### config.mk
export PLATFORM = sky130hd
export DESIGN_NAME = spi_le_receiver
export DESIGN_NICKNAME = d
export VERILOG_FILES = /design/src/rtl/spi_le_pkg.sv /design/src/rtl/spi_le_sync.sv /design/src/rtl/spi_le_receiver.sv
export SDC_FILE = /design/constraint.sdc
export NUM_CORES = 1
export LEC_CHECK = 0
export ABC_AREA = 1
export CAP_MARGIN = 20
export CORE_MARGIN = 10
export CORE_UTILIZATION = 30
export CTS_CLUSTER_DIAMETER = 150
export DETAILED_ROUTE_END_ITERATION = 16
export GPL_TIMING_DRIVEN = 0
export SETUP_SLACK_MARGIN = 0.05
export SYNTH_ARGS = -nofsm -noshare
export SYNTH_HDL_FRONTEND = slang
export SYNTH_SLANG_ARGS = --single-unit
### constraint.sdc
create_clock -name clk -period 6.7 [get_ports clk]
set_clock_uncertainty 0.15 [all_clocks]
set_input_delay 1.34 -clock clk [delete_from_list [all_inputs] [get_ports clk]]
set_output_delay 1.34 -clock clk [all_outputs]
set_load 0.05 [all_outputs]
### src/rtl/spi_le_pkg.sv
// spi_le_pkg: shared definitions for the latch-enable SPI receiver.
//   state_t     - receiver FSM encoding (ARM / IDLE / SHIFT / LATCH)
//   RX_BITS_W   - width of the frame bit counter and rx_bits output
//   RX_BITS_MAX - saturation value of the bit counter
//   sat_inc()   - saturating increment for the bit counter
package spi_le_pkg;

  typedef enum logic [1:0] {
    ST_ARM   = 2'd0,
    ST_IDLE  = 2'd1,
    ST_SHIFT = 2'd2,
    ST_LATCH = 2'd3
  } state_t;

  localparam int RX_BITS_W = 8;
  localparam logic [RX_BITS_W-1:0] RX_BITS_MAX = 8'd255;

  // Counter increment that sticks at RX_BITS_MAX so long frames still read as "too long".
  function automatic logic [RX_BITS_W-1:0] sat_inc(input logic [RX_BITS_W-1:0] v);
    logic [RX_BITS_W-1:0] r;
    if (v == RX_BITS_MAX) begin
      r = v;
    end else begin
      r = v + 8'd1;
    end
    return r;
  endfunction

endpackage

### src/rtl/spi_le_sync.sv
// spi_le_sync: single-bit multi-flop synchroniser with a configurable reset value.
// Ports:
//   clk - destination clock
//   rst - asynchronous reset, active-high; loads RST_VAL into every stage
//   d   - asynchronous input
//   q   - synchronised output (last stage)
// Parameters: STAGES (>= 2) flop count, RST_VAL reset level of every stage.
module spi_le_sync #(
  parameter int   STAGES  = 2,
  parameter logic RST_VAL = 1'b0
) (
  input  logic clk,
  input  logic rst,
  input  logic d,
  output logic q
);

  logic [STAGES-1:0] ff_r;

  // Shift chain: d enters at bit 0, q is taken from the top bit.
  always_ff @(posedge clk or posedge rst) begin
    if (rst) begin
      ff_r <= {STAGES{RST_VAL}};
    end else begin
      ff_r <= {ff_r[STAGES-2:0], d};
    end
  end

  assign q = ff_r[STAGES-1];

endmodule

### src/rtl/spi_le_receiver.sv
// spi_le_receiver: oversampling serial-to-parallel receiver for the latch-enable
// SPI link (far end of spi_master). mosi is shifted in MSB-first on each sclk
// rising edge while le is low; the le rising edge checks the bit count and
// either publishes the word (rx_valid) or flags it (rx_err).
// Ports:
//   clk, rst           - system clock, asynchronous active-high reset
//   spi_sclk/mosi/le   - serial inputs (CPOL=0, CPHA=0, le active-low window)
//   spi_miso           - readback of the previous valid frame when built with
//                        SPI_LE_RX_MISO_EN, otherwise constant 0
//   rx_data            - last valid frame, held until the next valid frame
//   rx_valid / rx_err  - one-clk pulses for a good / wrong-length frame
//   rx_bits            - bit count of the last completed frame (saturates at 255)
//   busy               - high while a frame is being shifted in
// Optional feature macro: SPI_LE_RX_MISO_EN (builds the miso tx shift register).
module spi_le_receiver
  import spi_le_pkg::*;
#(
  parameter int DATA_W      = 24,
  parameter int SYNC_STAGES = 2
) (
  input  logic              clk,
  input  logic              rst,
  input  logic              spi_sclk,
  input  logic              spi_mosi,
  input  logic              spi_le,
  output logic              spi_miso,
  output logic [DATA_W-1:0] rx_data,
  output logic              rx_valid,
  output logic              rx_err,
  output logic [7:0]        rx_bits,
  output logic              busy
);

  localparam logic [RX_BITS_W-1:0] FRAME_BITS = RX_BITS_W'(DATA_W);
  localparam int                   ARM_W      = $clog2(SYNC_STAGES + 1) + 1;
  localparam logic [ARM_W-1:0]     ARM_TARGET = ARM_W'(SYNC_STAGES);

  logic sclk_s, mosi_s, le_s;
  logic sclk_d_r, le_d_r;
  logic sclk_rise_s, le_rise_s, le_fall_s;

  state_t state_r, state_next_s;

  logic [DATA_W-1:0]    shift_r;
  logic [DATA_W:0]      shift_ext_s;
  logic [RX_BITS_W-1:0] cnt_r;
  logic [ARM_W-1:0]     arm_cnt_r;
  logic                 arm_done_s;
  logic                 shift_en_s;
  logic                 clear_s;
  logic                 latch_s;
  logic                 frame_ok_s;

  logic [DATA_W-1:0]    rx_data_r;
  logic                 rx_valid_r;
  logic                 rx_err_r;
  logic [RX_BITS_W-1:0] rx_bits_r;

  spi_le_sync #(.STAGES(SYNC_STAGES), .RST_VAL(1'b0)) u_sync_sclk (
    .clk (clk), .rst (rst), .d (spi_sclk), .q (sclk_s)
  );

  spi_le_sync #(.STAGES(SYNC_STAGES), .RST_VAL(1'b0)) u_sync_mosi (
    .clk (clk), .rst (rst), .d (spi_mosi), .q (mosi_s)
  );

  spi_le_sync #(.STAGES(SYNC_STAGES), .RST_VAL(1'b1)) u_sync_le (
    .clk (clk), .rst (rst), .d (spi_le), .q (le_s)
  );

  // History flops for edge detection on the synchronised sclk and le.
  always_ff @(posedge clk or posedge rst) begin
    if (rst) begin
      sclk_d_r <= 1'b0;
      le_d_r   <= 1'b1;
    end else begin
      sclk_d_r <= sclk_s;
      le_d_r   <= le_s;
    end
  end

  assign sclk_rise_s = sclk_s & ~sclk_d_r;
  assign le_rise_s   = le_s & ~le_d_r;
  assign le_fall_s   = ~le_s & le_d_r;

  // The le synchroniser comes out of reset holding 1s that never came from the
  // pin. ARM only trusts le=1 once it has been high for SYNC_STAGES+1 cycles,
  // i.e. after the chain has been refilled from the pin, so a frame already in
  // progress at reset release stays rejected until le genuinely returns high.
  assign arm_done_s = le_s & (arm_cnt_r == ARM_TARGET);

  // Consecutive-high counter used only while arming.
  always_ff @(posedge clk or posedge rst) begin
    if (rst) begin
      arm_cnt_r <= '0;
    end else if ((state_r == ST_ARM) && le_s) begin
      if (!arm_done_s) begin
        arm_cnt_r <= arm_cnt_r + ARM_W'(1);
      end else begin
        arm_cnt_r <= arm_cnt_r;
      end
    end else begin
      arm_cnt_r <= '0;
    end
  end

  // FSM state register.
  always_ff @(posedge clk or posedge rst) begin
    if (rst) begin
      state_r <= ST_ARM;
    end else begin
      state_r <= state_next_s;
    end
  end

  // FSM next-state logic.
  always_comb begin
    state_next_s = state_r;
    case (state_r)
      ST_ARM: begin
        if (arm_done_s) begin
          state_next_s = ST_IDLE;
        end else begin
          state_next_s = ST_ARM;
        end
      end
      ST_IDLE: begin
        if (le_fall_s) begin
          state_next_s = ST_SHIFT;
        end else begin
          state_next_s = ST_IDLE;
        end
      end
      ST_SHIFT: begin
        if (le_rise_s) begin
          state_next_s = ST_LATCH;
        end else begin
          state_next_s = ST_SHIFT;
        end
      end
      ST_LATCH: begin
        // A new frame may start immediately after the latch cycle.
        if (le_fall_s) begin
          state_next_s = ST_SHIFT;
        end else begin
          state_next_s = ST_IDLE;
        end
      end
      default: begin
        state_next_s = ST_ARM;
      end
    endcase
  end

  // Datapath strobes decoded from the FSM; an sclk edge coinciding with the
  // le rising edge is dropped.
  always_comb begin
    shift_en_s = 1'b0;
    clear_s    = 1'b0;
    latch_s    = 1'b0;
    frame_ok_s = 1'b0;
    if ((state_r == ST_SHIFT) && sclk_rise_s && !le_rise_s) begin
      shift_en_s = 1'b1;
    end else begin
      shift_en_s = 1'b0;
    end
    if ((state_next_s == ST_SHIFT) && (state_r != ST_SHIFT)) begin
      clear_s = 1'b1;
    end else begin
      clear_s = 1'b0;
    end
    if (state_r == ST_LATCH) begin
      latch_s    = 1'b1;
      frame_ok_s = (cnt_r == FRAME_BITS);
    end else begin
      latch_s    = 1'b0;
      frame_ok_s = 1'b0;
    end
  end

  // Appending mosi and dropping the top bit keeps the newest DATA_W bits,
  // which also covers DATA_W=1 without a zero-width slice.
  assign shift_ext_s = {shift_r, mosi_s};

  // Shift register and bit counter.
  always_ff @(posedge clk or posedge rst) begin
    if (rst) begin
      shift_r <= '0;
      cnt_r   <= '0;
    end else if (clear_s) begin
      shift_r <= '0;
      cnt_r   <= '0;
    end else if (shift_en_s) begin
      shift_r <= shift_ext_s[DATA_W-1:0];
      cnt_r   <= sat_inc(cnt_r);
    end else begin
      shift_r <= shift_r;
      cnt_r   <= cnt_r;
    end
  end

  // Output registers: publish or reject the frame in the LATCH cycle.
  always_ff @(posedge clk or posedge rst) begin
    if (rst) begin
      rx_data_r  <= '0;
      rx_valid_r <= 1'b0;
      rx_err_r   <= 1'b0;
      rx_bits_r  <= '0;
    end else if (latch_s) begin
      rx_bits_r <= cnt_r;
      if (frame_ok_s) begin
        rx_data_r  <= shift_r;
        rx_valid_r <= 1'b1;
        rx_err_r   <= 1'b0;
      end else begin
        rx_data_r  <= rx_data_r;
        rx_valid_r <= 1'b0;
        rx_err_r   <= 1'b1;
      end
    end else begin
      rx_data_r  <= rx_data_r;
      rx_valid_r <= 1'b0;
      rx_err_r   <= 1'b0;
      rx_bits_r  <= rx_bits_r;
    end
  end

  assign rx_data  = rx_data_r;
  assign rx_valid = rx_valid_r;
  assign rx_err   = rx_err_r;
  assign rx_bits  = rx_bits_r;
  assign busy     = (state_r == ST_SHIFT);

`ifdef SPI_LE_RX_MISO_EN
  logic              sclk_fall_s;
  logic [DATA_W-1:0] tx_r;
  logic [DATA_W:0]   tx_ext_s;

  assign sclk_fall_s = ~sclk_s & sclk_d_r;
  assign tx_ext_s    = {tx_r, 1'b0};

  // Readback shifter. On a back-to-back entry from LATCH, load the word that
  // rx_data is taking on this same edge rather than its stale value.
  always_ff @(posedge clk or posedge rst) begin
    if (rst) begin
      tx_r <= '0;
    end else if (clear_s) begin
      if (frame_ok_s) begin
        tx_r <= shift_r;
      end else begin
        tx_r <= rx_data_r;
      end
    end else if ((state_r == ST_SHIFT) && sclk_fall_s) begin
      tx_r <= tx_ext_s[DATA_W-1:0];
    end else begin
      tx_r <= tx_r;
    end
  end

  assign spi_miso = (state_r == ST_SHIFT) ? tx_r[DATA_W-1] : 1'b0;
`else
  assign spi_miso = 1'b0;
`endif

endmodule
==> results.toml <==
[die]
fp.dieArea_um2 = 15610
die_w_um = 124.9
die_y_um = 124.9
rows = 38
start_util_pct = 30.61
core-area_um2 = 10790
num_io_pins = 41

[routing]
drt_first_pass_iters = 4
routedWlPerCell_um = 12.14
vias = 2344
route.detailed.drc = 0
vias_per_cell = 4.381
totalWireLength_mm = 6.494
drt-initial-drc-count = 123
ant_nets = 0

[worst_setup_path]
cp_slowest_stage_delay_ps = 840
critPathRequiredTime_ps = 5210
rrSetupSlack_ps = 5000
worstSetupStartpointType = "register"
path_buf_inv = 1
critical-path-slowest-cell = "clkdlybuf4s50_1"
regToRegEndpoint = "rx_data[15]$_DFFE_PP0P_"
r2r_cells = 8
path_cells = "nor2_4 > clkdlybuf4s50_1"
crit_family = "buffers and inverters"
worst-path-max-fanout = 5
criticalPathCategory = "reg -> out"
cp_data_arrival_time_ps = 1830
endpoint_kind = "output pin"
r2r_start = "cnt_r[0]$_DFFE_PP0P_"

[place]
io_buffers = 39
place_congestion = 0.7853
hpwl_mm = 4.656
placedCellCount = 519
pre_cts_ws_ps = 3746

[power_and_ir_drop]
ir_drop_mv = 0.1215
internal-power_w = 0.0008078
power_switching_w = 0.0003629
clock_power_share_pct = 34.2
p_per_area_nw_per_um2 = 283.5
power.leakage_nw = 1.834
power_frac_seq_pct = 46.7
power_frac_comb_pct = 19.1
sw_frac_of_total_pct = 31.00

[synthesis]
synth_edf_count = 0
yosysMostFrequentCell = "nand2_1"
synth_fp_nets = 348
synth_cell_types = 28
synth_top_cell_by_area = "dfrtp_1"
synth_seq_area_share_pct = 59.96
avgSynthCellArea_um2 = 9.744
synth_warnings = 0
syn_inst = 339
ys_ff_latch = 79
synth_top_area_share_pct = 57.58
yosys-top-cells-area = "dfrtp_1, nand2_1, nand3_1, o21ai_2, inv_1"
synth_top_flop_cell = "dfrtp_1"
synth_common_cells = "nand2_1, dfrtp_1, inv_1, nand3_1, o21ai_0"
synthArstFlopShare_pct = 100.0
syn-cell-area_um2 = 3303

[sta]
tightest_slew_ps = 524.9
hold_viol_final = 0
maxSlewViolCount = 0
rsz0062_at_grt = "false"
slew_headroom_pct = 64.89
setup_tns_ps = 0
period_share_pct = 49.50
worst_slack_ps = 3384
fmax_ghz = 0.3015
finalCriticalPeriod_ps = 3316
setup_viol = 0

[layout]
final_layout_size_suffix_gt1_share_pct = 15.70
multiInputGateArea_um2 = 1061
fin_cells = 535
nets = 399
n_fill_cell = 1069
seqCellArea_um2 = 1981
area.growth.synth_to_final_pct = 25.00
n_antenna_cell = 0

[grt]
track_usage_pct = 8.735
grt_pass1_wl_mm = 11.54
grt_max_degree = 62
grt.overflow.total = 0
antenna_found_initial = 0
grt_pass1_vias = 2312

[clocking]
cts_sinks = 79
path_clk_slew_ps = 80
post_cts_resized = 0
cts_tree = "yes"
holdBufCountCts = 0
clk_latency_ps = 350
post_cts_buffers = 0
clock_path_buffers = 2
cts_root_buf = "clkbuf_8"
cts_buffers = 9
h-tree-depth = 3

[worst_hold_path]
holdCritPathClass = "reg -> reg"
hold_path_depth = 0
worstHoldStart = "u_sync_sclk.ff_r[0]$_DFF_PP0_"
hold_end = "u_sync_sclk.ff_r[1]$_DFF_PP0_"

[flow_run]
maxCapViolCount = 0

[run_status]
outcome = "completed"
[metrics by stage]
stage | hold slack [ps] | cell area (um2) | util (%) | power, W
2_1_floorplan | 181.2 | 3303 | - | 0.0007145
6_report | 202.1 | 4129 | 38.26 | 0.001171
3_3_place_gp | 188.1 | 3869 | 35.85 | 0.0007781
3_5_place_dp | 184.7 | 3899 | 36.12 | 0.0007839
5_1_grt | 217.5 | 4129 | 38.26 | 0.001242
4_1_cts | 204.1 | 4129 | 38.26 | 0.001189
[per-layer routing]
| metal | vias up | routed length (um) | GRT usage [%] |
|---|---|---|---|
| met4 | 0 | 98 | 3.455 |
| met3 | 8 | 397 | 3.464 |
| met5 | - | 0 | 0 |
| met1 | 1099 | 3099 | 11.45 |
| met2 | 47 | 2899 | 12.59 |
| li1 | 1190 | - | - |
[registers in the layout (all words and copies together) (netlist names), 2 cells and up]
name and flops:
u_sync_mosi.ff_r 2, rx_data 24, state_r 2, u_sync_sclk.ff_r 2, u_sync_le.ff_r 2, rx_bits 8
cnt_r 8, shift_r 24, arm_cnt_r 3
[placed cells by master (no fill, tap or decap), types with 3 or more instances in the layout]
master and n:
clkdlybuf4s50_1 39, buf_4 4, nand3_1 33, dfstp_2 3, nand2_1 84, nand2_2 3, buf_6 6, clkbuf_8 10
o21ai_2 17, nor2_1 10, o21ai_0 26, ha_1 4, dfrtp_1 76, o21ai_1 15, nand3_2 4, inv_1 36
[area by class of cell]
cell class	count	share of cell area, %
inverter	39	3.606
timing repair buffer	40	10.12
multi-input combinational	207	25.70
sequential	79	47.97
clock inverter	6	2.242
buffer	14	2.788
clock buffer	10	3.333
tap	140	4.242
[worst register-to-register path, cell delays in order, from the launching register on]
cell and delay, ps:
dfrtp_1 430, inv_1 110, ha_1 160, nand3_1 90, nor2_2 160, nand2_2 160
buf_4 220, nand2_1 70, o21ai_2 50
[cell families after synthesis]
logic type,synth area share [%]
DFF,59.96
AOI/OAI and AO/OA,11.33
xor gates and xnor gates,0.2652
other,0.1135
buffers and inverters,7.916
and+or+nand+nor,18.90
adders and majority gates,1.515
[power groups by stage]
stage	Sequential [W]	Clock, W	Combinational [W]
3_3_place_gp	0.000555	0	0.000224
6_report	0.000547	0.000400	0.000224
3_5_place_dp	0.000556	0	0.000228
4_1_cts	0.000547	0.000414	0.000229
2_1_floorplan	0.000581	0	0.000134
5_1_grt	0.000554	0.000435	0.000253
[worst max path at each step]
| stage | startpoint | to | slack (ps) | cells past startpoint |
|---|---|---|---|---|
| after floorplan | rst | arm_cnt_r[0]$_DFFE_PP0P_ | 3190 | 1 |
| after global placement | rst | u_sync_sclk.ff_r[0]$_DFF_PP0_ | 1880 | 2 |
| after detailed placement | state_r[0]$_DFF_PP0_ | busy | 3750 | 2 |
| after CTS | state_r[0]$_DFF_PP0_ | busy | 3350 | 2 |
| after global routing | state_r[0]$_DFF_PP0_ | busy | 3280 | 2 |
| final | state_r[0]$_DFF_PP0_ | busy | 3380 | 2 |
(Power assumes the default switching activity.)
==> RTL change (same settings) <==
Set the parameter `DATA_W` to 48 (it was 24).
--- a/src/rtl/spi_le_receiver.sv
+++ b/src/rtl/spi_le_receiver.sv
@@ -16,5 +16,5 @@
   import spi_le_pkg::*;
 #(
-  parameter int DATA_W      = 24,
+  parameter int DATA_W      = 48,
   parameter int SYNC_STAGES = 2
 ) (
Ports: changed (resized rx_data); port bits go from 41 to 65. The function was not compared with the original's and may differ.
==> RTL change against the original RTL <==
Power up 71%; design area is 53% higher; setup slack lost 0.058 ns; wire length increased by 64%; combinational power is 18% higher; sequential cell count grew 48; area after synthesis rose by 46%; largest cell class unchanged; largest power group is now the clock network.
==> RTL change: results (changes against the original RTL) <==
Outcome
  • Status: complete, no violations

Critical path
  • CP top delay family: buffers and inverters
  • Reg2Reg Setup Slack: 4.79 ns (-0.21 ns)
  • RR Endpoint: rx_data[28]
  • Reg2Reg Depth: 9 (+1)
  • Max incr delay on CP: 0.80 ns (-0.04 ns)
  • Worst path slowest cell: clkdlybuf4s50_1
  • WP data arrival: 1.88 ns (+0.05 ns)
  • Reg2reg start: cnt_r[0]

Global routing
  • First-pass GRT wire length: 18200 um (+58%)
  • Largest net degree at the start of global routing: 76 (+23%)
  • Total congestion overflow: 0 (unchanged)
  • Total track usage: 0.104 (+0.0171)
  • Vias in the first global route: 3584 (+55%)

Route
  • Via-to-Cell Ratio: 4.46 (+1.8%)
  • Drt initial violations: 224 (+82%)
  • Vias: 3465 (+48%)
  • Total wire length: 10600 um (+64%)

Power and ir drop
  • Peak supply drop: 0.148 mV (+22%)
  • Leak pwr: 2.76 nW (+51%)
  • Sw Share: 0.260 (-0.0496)
  • P_comb: 0.264 mW (+18%)
  • Internal power: 1.48 mW (+83%)
  • Share of power burned in registers: 0.418 (-0.049)

Synth
  • Yosys warning total: 0 (unchanged)
  • Synth top area cells: dfrtp_1 64%, nand2_1 6.9%, o22ai_1 6.1%
  • Register area share after synthesis: 0.660 (+0.0607)
  • XOR/XNOR Fraction of Synth Area: 0 (-0.00265)
  • Syn avg cell area: 10.4 um^2 (+6.3%)
  • Post-synth top cells: 124 x dfrtp_1, 88 x nand2_1, 69 x inv_1
  • Synth Area in Compound Gates: 0.139 (+0.0257)
  • Post-synthesis adder-cell area fraction: 0.0104 (-0.00476)
  • Netlist cell types: 24 (-14%)
  • Syn Nets: 474 (+36%)

Timing
  • Relative slew slack: 0.620 (-0.0289)
  • Final slew viol count: 0 (unchanged)
  • WHS: 0.197 ns (-0.00535 ns)
  • Final worst path period need: 3.37 ns (+0.0581 ns)

Clocking
  • Worst skew pair latency: 0.41 ns (+0.06 ns)
  • Root Buffer: clkbuf_16
  • CTS clk-pin slew, worst paths: 0.05 ns (-0.03 ns)
  • Inserted Clock Buffers: 17 (+8)
  • Setup bufs post-CTS: 0 (unchanged)
  • H-tree levels: 4 (+1)

Finish
  • Fraction of layout cells with a size suffix above 1: 0.0998 (-0.0571)
  • Nets: 557 (+40%)
  • Layout fillers: 1515 (+42%)
  • Antenna diode count: 0 (unchanged)

Place
  • Place WS: 3.76 ns (+0.0109 ns)
  • IO buf count: 63 (+62%)
  • Post-Place Cells: 745 (+44%)
  • Post-DP HPWL: 7360 um (+58%)
  • Placed instance area: 5750 um^2 (+48%)
  • Placer Congestion: 0.790 (+0.62%)

Worst hold path
  • Hold path endpoint: u_sync_mosi.ff_r[1]
  • Min-Delay Path Depth: 0 (unchanged)
  • Worst Min Path Start: u_sync_mosi.ff_r[0]
## RTL change: cell count changes in the layout (fill, tap and decap cells not counted), moves of 20 or more
cell             unedited run  this run
clkdlybuf4s50_1            39        63
inv_1                      36        68
nand3_1                    33        13
dfrtp_1                    76       124
o21ai_1                    15        35
o22ai_1                     0        47
## RTL change: layer usage
metal  global-route usage  vias to the layer above  part of all wire  routed length, um
li1                     -                     1685                 -                  -
met1                0.128                     1688              0.46               4930
met2                0.158                       75              0.46               4900
met3               0.0433                       17             0.058                615
met4               0.0440                        0             0.018                188
met5                    0                        -                 0                  0
## RTL change: cell type report
type | count | area, um^2 | share of cell area
plain buffers | 23 | 161 | 0.0255
clock buffers | 25 | 465 | 0.0735
clock inverters | 7 | 113 | 0.0178
inverters | 71 | 272 | 0.0429
multi-input cells | 244 | 1210 | 0.191
flip-flops and latches | 127 | 3180 | 0.503
well taps | 216 | 270 | 0.0427
repair buffers | 64 | 658 | 0.104
